`config.mk`:
```
export PLATFORM = sky130hd
export DESIGN_NAME = rsa_engine_arbiter
export DESIGN_NICKNAME = d
export VERILOG_FILES = /design/src/rtl/rsa_engine_arbiter.sv
export SDC_FILE = /design/constraint.sdc
export NUM_CORES = 1
export LEC_CHECK = 0
export ABC_AREA = 1
export CAP_MARGIN = 20
export CORE_ASPECT_RATIO = 1.5
export CORE_MARGIN = 2
export CORE_UTILIZATION = 47
export CTS_CLUSTER_DIAMETER = 80
export DETAILED_ROUTE_END_ITERATION = 6
export HOLD_SLACK_MARGIN = 0.15
export PLACE_DENSITY = 0.85
export RECOVER_POWER = 25
export SYNTH_ARGS = -nofsm -noshare
export SYNTH_HDL_FRONTEND = slang
export SYNTH_SLANG_ARGS = --single-unit
```
`constraint.sdc`:
```
create_clock -name clk -period 4.1 [get_ports clk]
set_input_delay 0.82 -clock clk [delete_from_list [all_inputs] [get_ports clk]]
set_output_delay 0.82 -clock clk [all_outputs]
set_load 0.05 [all_outputs]
```
`src/rtl/rsa_engine_arbiter.sv`:
```
// Round-robin arbiter sharing one modular-exponentiation engine among N_REQ requesters.
// One job at a time: grant, start the engine, wait for done or timeout, return the result.
module rsa_engine_arbiter #(
    parameter int N_REQ   = 4,
    parameter int DATA_W  = 8,
    parameter int RES_W   = 16,
    parameter int TIMEOUT = 1023
) (
    input  logic                      clk,
    input  logic                      rst_n,
    input  logic [N_REQ-1:0]          req_valid,
    input  logic [N_REQ*DATA_W-1:0]   req_data,
    output logic [N_REQ-1:0]          req_ready,
    output logic [N_REQ-1:0]          rsp_valid,
    output logic [RES_W-1:0]          rsp_data,
    output logic                      rsp_timeout,
    output logic [DATA_W-1:0]         eng_data,
    output logic                      eng_start,
    input  logic                      eng_done,
    input  logic [RES_W-1:0]          eng_result,
    output logic                      busy
);

    localparam int IDX_W = (N_REQ > 1) ? $clog2(N_REQ) : 1;
    localparam int CNT_W = $clog2(TIMEOUT);

    localparam logic [1:0] ST_IDLE  = 2'd0;
    localparam logic [1:0] ST_ISSUE = 2'd1;
    localparam logic [1:0] ST_WAIT  = 2'd2;
    localparam logic [1:0] ST_RESP  = 2'd3;

    logic [1:0]        state_q, state_d;
    logic [IDX_W-1:0]  grant_q, grant_d;
    logic [IDX_W-1:0]  last_grant_q, last_grant_d;
    logic [CNT_W-1:0]  cnt_q, cnt_d;
    logic [DATA_W-1:0] eng_data_q, eng_data_d;
    logic [RES_W-1:0]  rsp_data_q, rsp_data_d;
    logic              rsp_timeout_q, rsp_timeout_d;

    logic [DATA_W-1:0] req_data_arr [N_REQ];
    logic              arb_found;
    logic [IDX_W-1:0]  arb_idx;

    for (genvar gi = 0; gi < N_REQ; gi++) begin : g_req
        assign req_data_arr[gi] = req_data[gi*DATA_W +: DATA_W];
        assign req_ready[gi]    = (state_q == ST_ISSUE) && (grant_q == IDX_W'(gi));
        assign rsp_valid[gi]    = (state_q == ST_RESP)  && (grant_q == IDX_W'(gi));
    end

    // Search upward from the requester after the last one served, wrapping at N_REQ.
    always_comb begin
        int cand;
        cand      = 0;
        arb_found = 1'b0;
        arb_idx   = '0;
        for (int k = 0; k < N_REQ; k++) begin
            cand = int'(last_grant_q) + 1 + k;
            if (cand >= N_REQ) begin
                cand = cand - N_REQ;
            end
            if (!arb_found && req_valid[cand[IDX_W-1:0]]) begin
                arb_found = 1'b1;
                arb_idx   = cand[IDX_W-1:0];
            end
        end
    end

    always_comb begin
        state_d       = state_q;
        grant_d       = grant_q;
        last_grant_d  = last_grant_q;
        cnt_d         = cnt_q;
        eng_data_d    = eng_data_q;
        rsp_data_d    = rsp_data_q;
        rsp_timeout_d = rsp_timeout_q;
        case (state_q)
            ST_IDLE: begin
                if (arb_found) begin
                    grant_d    = arb_idx;
                    eng_data_d = req_data_arr[arb_idx];
                    state_d    = ST_ISSUE;
                end
            end
            ST_ISSUE: begin
                cnt_d   = '0;
                state_d = ST_WAIT;
            end
            ST_WAIT: begin
                // A done arriving on the last allowed cycle still beats the timeout.
                if (eng_done) begin
                    rsp_data_d    = eng_result;
                    rsp_timeout_d = 1'b0;
                    state_d       = ST_RESP;
                end else if (cnt_q == CNT_W'(TIMEOUT - 1)) begin
                    rsp_data_d    = '0;
                    rsp_timeout_d = 1'b1;
                    state_d       = ST_RESP;
                end else begin
                    cnt_d = cnt_q + 1'b1;
                end
            end
            ST_RESP: begin
                last_grant_d = grant_q;
                state_d      = ST_IDLE;
            end
            default: state_d = ST_IDLE;
        endcase
    end

    always_ff @(posedge clk) begin
        if (!rst_n) begin
            state_q       <= ST_IDLE;
            grant_q       <= '0;
            last_grant_q  <= IDX_W'(N_REQ - 1);
            cnt_q         <= '0;
            eng_data_q    <= '0;
            rsp_data_q    <= '0;
            rsp_timeout_q <= 1'b0;
        end else begin
            state_q       <= state_d;
            grant_q       <= grant_d;
            last_grant_q  <= last_grant_d;
            cnt_q         <= cnt_d;
            eng_data_q    <= eng_data_d;
            rsp_data_q    <= rsp_data_d;
            rsp_timeout_q <= rsp_timeout_d;
        end
    end

    assign eng_start   = (state_q == ST_ISSUE);
    assign eng_data    = eng_data_q;
    assign rsp_data    = rsp_data_q;
    assign rsp_timeout = rsp_timeout_q;
    assign busy        = (state_q != ST_IDLE);

endmodule

```
; ---- Word level (Yosys, flattened, before mapping)
; Cells that the tools add are included.
[word_totals]
ff_bits = 41
input_bits = 55
out_inout_bits = 35
[op_classes]
add_sub_neg = 9
magnitude_cmp = 9
n_eq_ne = 11
muxes = 34
bitwise_logic = 1
n_reduce_logical = 23
[op_table]
columns = operator, count
row1 = $mux 16, 2
row2 = $mux 2, 11
row3 = $mux 10, 2
row4 = $pmux 10 s2, 1
row5 = $bmux 8 s2, 1
row6 = $mux 8, 2
row7 = $ge 4x3->1 const B, 3
row8 = $lt 2x3->1 const B, 4
row9 = $logic_and 1x1->1, 11
row10 = $add 10x1->10 const B, 1
row11 = $eq 10x10->1 const B, 1
row12 = $mux 1, 10
row13 = $add 3x2->4 const B, 2
row14 = $bmux 1 s2, 4
row15 = $eq 2x2->1 const B, 4
row16 = $pmux 2 s4, 1
row17 = $sub 2x1->2 const B, 4
row18 = $ge 3x3->1 const B, 2
row19 = $ne 2x2->1 const B, 3
row20 = $reduce_and 2->1, 3
row21 = $reduce_bool 2->1, 3
row22 = $add 3x1->4 const B, 1
row23 = $eq 2x1->1 const B, 2
row24 = $logic_not 2->1, 2
row25 = other kinds (5), 7

; ---- Logic depth before layout (Yosys ltp)
[depth]
depth_word = 19
ltp_mapped = 16
mapped_depth_nobuf = 15

; ---- Least setup slack after synthesis
; OpenSTA, ideal clock, no wires.
[synth_path]
kind = reg2out
from = reg state_q[1]
to = out req_ready[0]
arrival_time_ns = 2.108
required_time_ns = 3.280
slack_ns = 1.172
stages_incl_launch_ff = 5
n_path_buf = 0
cell_sequence = dfxtp_1 -> inv_1 -> ha_1 -> inv_1 -> nor3_1
[synth_between]
elab_chain_len = 2
[synth_rtl]
columns = item, line
row1 = "start, declared", 32  ; logic [1:0] state_q, state_d;
row2 = "start signal, assigned", 120  ; state_q <= state_d;
row3 = $eq 2x1->1, -
row4 = named net eng_start, 18  ; output logic eng_start,
row5 = $logic_and 1x1->1, 46  ; assign req_ready[gi] = (state_q == ST_ISSUE) && (grant_q == IDX_W'(gi));
row6 = "end, declared", 13  ; output logic [N_REQ-1:0] req_ready,
; The timed path passes the listed nets, and every way through them passes these cells.

; ---- Worst setup path after layout
[layout_path]
from = reg state_q[1]
to = out req_ready[1]
[layout_between]
elab_chain_len = 2
[layout_rtl]
columns = item, line
row1 = $eq 2x1->1, 46
row2 = $logic_and 1x1->1, 46
; Every way passes these cells.

==> impl_metrics.toml <==
[outcome]
outcome = "finished, final reports clean"

[finish]
layout-drive-gt1-share = 0.0556
syn_to_final_growth_pct = 43.6
stdcell_area_sq_mm = 0.00336
n_antenna_cell = 0
nets = 511
fin_util = 0.699

[critical_path]
crit_path_max_fanout = 4
critPathBufInv = 3
reg2reg_from = "last_grant_q[0]"
rr_worst_depth = 13
crit_chain = "inv_1 -> ha_1 -> inv_1 -> nor3_1 -> clkdlybuf4s50_1"
slowest_stage = "clkdlybuf4s50_1"
startpoint = "state_q[1]"
cp_data_required_time_ns = 3.28
critical_path_class = "reg2out"
worstSetupStartpointType = "flop"
critPathMostFrequentCell = "inv_1"
setup.worst_path.end_class = "output pin"
cp_top_family = "buffers and inverters"
cp_data_arrival_time_ns = 1.98
cp.depth = 5
worst_path_largest_cell_delay_ns = 0.83

[logic_synthesis]
synth_cell_types = 29
syn_inst = 362
ys_seq_area_frac = 0.351
synth_top_area_frac = 0.351
synth_warnings = 0
synth_common_cells = "100 x nand2_1, 53 x inv_1, 41 x dfxtp_1, 41 x nor2_1, 30 x a21oi_1"
ys_ff_latch = 41
synth.net_count = 424
post-synth-top-count-cell = "nand2_1"
synthesis.area_sq_mm = 0.00234
ys.flop_type = "dfxtp_1"
avgSynthCellArea_sq_um = 6.47
synth_area_leader_cell = "dfxtp_1"
synth-async-reset-ratio = 0
synth_edf_count = 0
synth_area_leaders = "dfxtp_1 35%, nand2_1 16%, inv_1 8.5%"

[drt]
first_iter_violations = 102
firstDrtPassIters = 4
num_vias = 2475
drt_wl_total_um = 5680
final_antenna_net_count = 0
route.detailed.drc = 0
wl_per_cell_um = 11.0
viasPerCell = 4.80

[global_route]
grt_overflow_total = 0
antenna_found_initial = 0
grt_max_degree = 31
grt_pass1_vias = 2298
grt_usage = 0.215
grt_pass1_wl_um = 9430

[power_and_ir_drop]
p_int_mw = 1.05
irDropWorstVdd_mv = 0.362
power.clock.fraction = 0.159
power_density_mw_per_mm2 = 606
power_frac_comb = 0.574
seqPwrFrac = 0.267
switching_share = 0.484
p_sw_mw = 0.986
leakagePower_nw = 1.46

[placement]
port_buffers = 89
gp_congestion = 0.907
dp_hpwl_um = 4400
place_ws_ns = 1.32
dpl_cell_area_sq_mm = 0.00325

[floorplanning]
io_pins = 90
floorplan.rows = 31
die_area_sq_mm = 0.00557
floorplan.initialDensity = 0.487
core-area_sq_mm = 0.00481
fp.dieW_um = 61.6
die_h_um = 90.4

[min_path]
hold_start = "cnt_q[7]"
hold_path_class = "reg2reg"
holdPathStages = 2

[clock_tree]
clock-sinks = 41
clkLatencyLatePin_ns = 0.30
clk_pin_slew_ns = 0.08
clockBufferDepth = 2
cts_setup_buffers = 0
htreeDepth = 2
cts_buffers = 5
hold_buffers = 0
cts_tree = "yes"
cts-root-buf = "clkbuf_8"
ctsResizeCount = 0

[sta]
timing.final.hold_violations = 0
max_slew_margin = 0.410
finalWorstSetupSlack_ns = 1.30
rsz0062_at_grt = "no"
worst_pin_slew_ns = 0.884
drv_slew = 0
setup_tns_ns = 0
fin_crit_sh = 0.684
whs_ns = 0.459
fin_skew_ns = 0.0105
fin_crit_ns = 2.80
fmax_ghz = 0.357
report.final.setup_viol = 0

[job]
maxCapViolCount = 0
worst paths after layout:
path	endpoint	slack, ns
setup / recovery	req_ready[1]	1.30
hold / removal	cnt_q[7]	0.46
setup reg to reg	eng_data[7]	2.05
hold reg to reg	cnt_q[7]	0.46
layout by cell type, fill, tap and decap left out, drive strengths merged, types with 5 or more instances in the layout:
master / n
dfxtp: 41
nor2: 42
inv: 57
nand3: 22
a21oi: 30
nor3: 5
o21ai: 23
nand4: 7
clkbuf: 5
ha: 7
clkdlybuf4s50: 87
nand2: 109
worst reg2reg max path, stage by stage (launching register included):
cell and delay (ns):
dfxtp_1 0.57, inv_4 0.12, nand2_1 0.08, nand2_1 0.08
nand2_1 0.09, nand2_2 0.07, o21ai_0 0.15, nand2_1 0.07
nand2_1 0.08, nand2_2 0.09, inv_1 0.12, nand2_1 0.16
o21ai_0 0.22, nor2_1 0.06
layout make-up:
class,count,area [sq um]
fillers,426,1450
multi-input cells,254,1230
repair buffers,89,891
flip-flops and latches,41,821
inverters,58,220
well taps,66,82.6
clock buffers,5,68.8
clock inverters,3,46.3
power by group through the flow:
stage	combinational [mW]	sequential (mW)	clock [mW]
floorplan	0.752	0.693	0
global route	1.30	0.557	0.348
CTS	1.18	0.544	0.332
finish	1.17	0.544	0.324
detailed placement	1.17	0.553	0
global placement	1.15	0.550	0
stage by stage:
step / power [mW] / std cells
floorplan: 1.45 / 362
global placement: 1.70 / 508
detailed placement: 1.72 / 508
CTS: 2.06 / 516
global route: 2.20 / 516
finish: 2.04 / 516
cell families after synthesis:
family          synth area share
xor+xnor                 0.00374
compound gates             0.133
simple gates               0.353
flops                      0.351
fa+ha+maj                 0.0374
buf+inv                    0.123
per-layer routing:
layer / track usage / part of all wire / wire length, um
met2: 0.387 / 0.52 / 2980
met1: 0.237 / 0.41 / 2330
met5: 0 / 0 / 0
met4: 0.0762 / 0.0099 / 56
met3: 0.0387 / 0.056 / 317
flip-flops by register name, summed over array words and instances, names as in the netlist:
signal / flops
rsp_data: 16
state_q: 2
grant_q: 2
last_grant_q: 2
eng_data: 8
cnt_q: 10
rsp_timeout: 1
No activity file was read; power rests on OpenSTA's default activity.
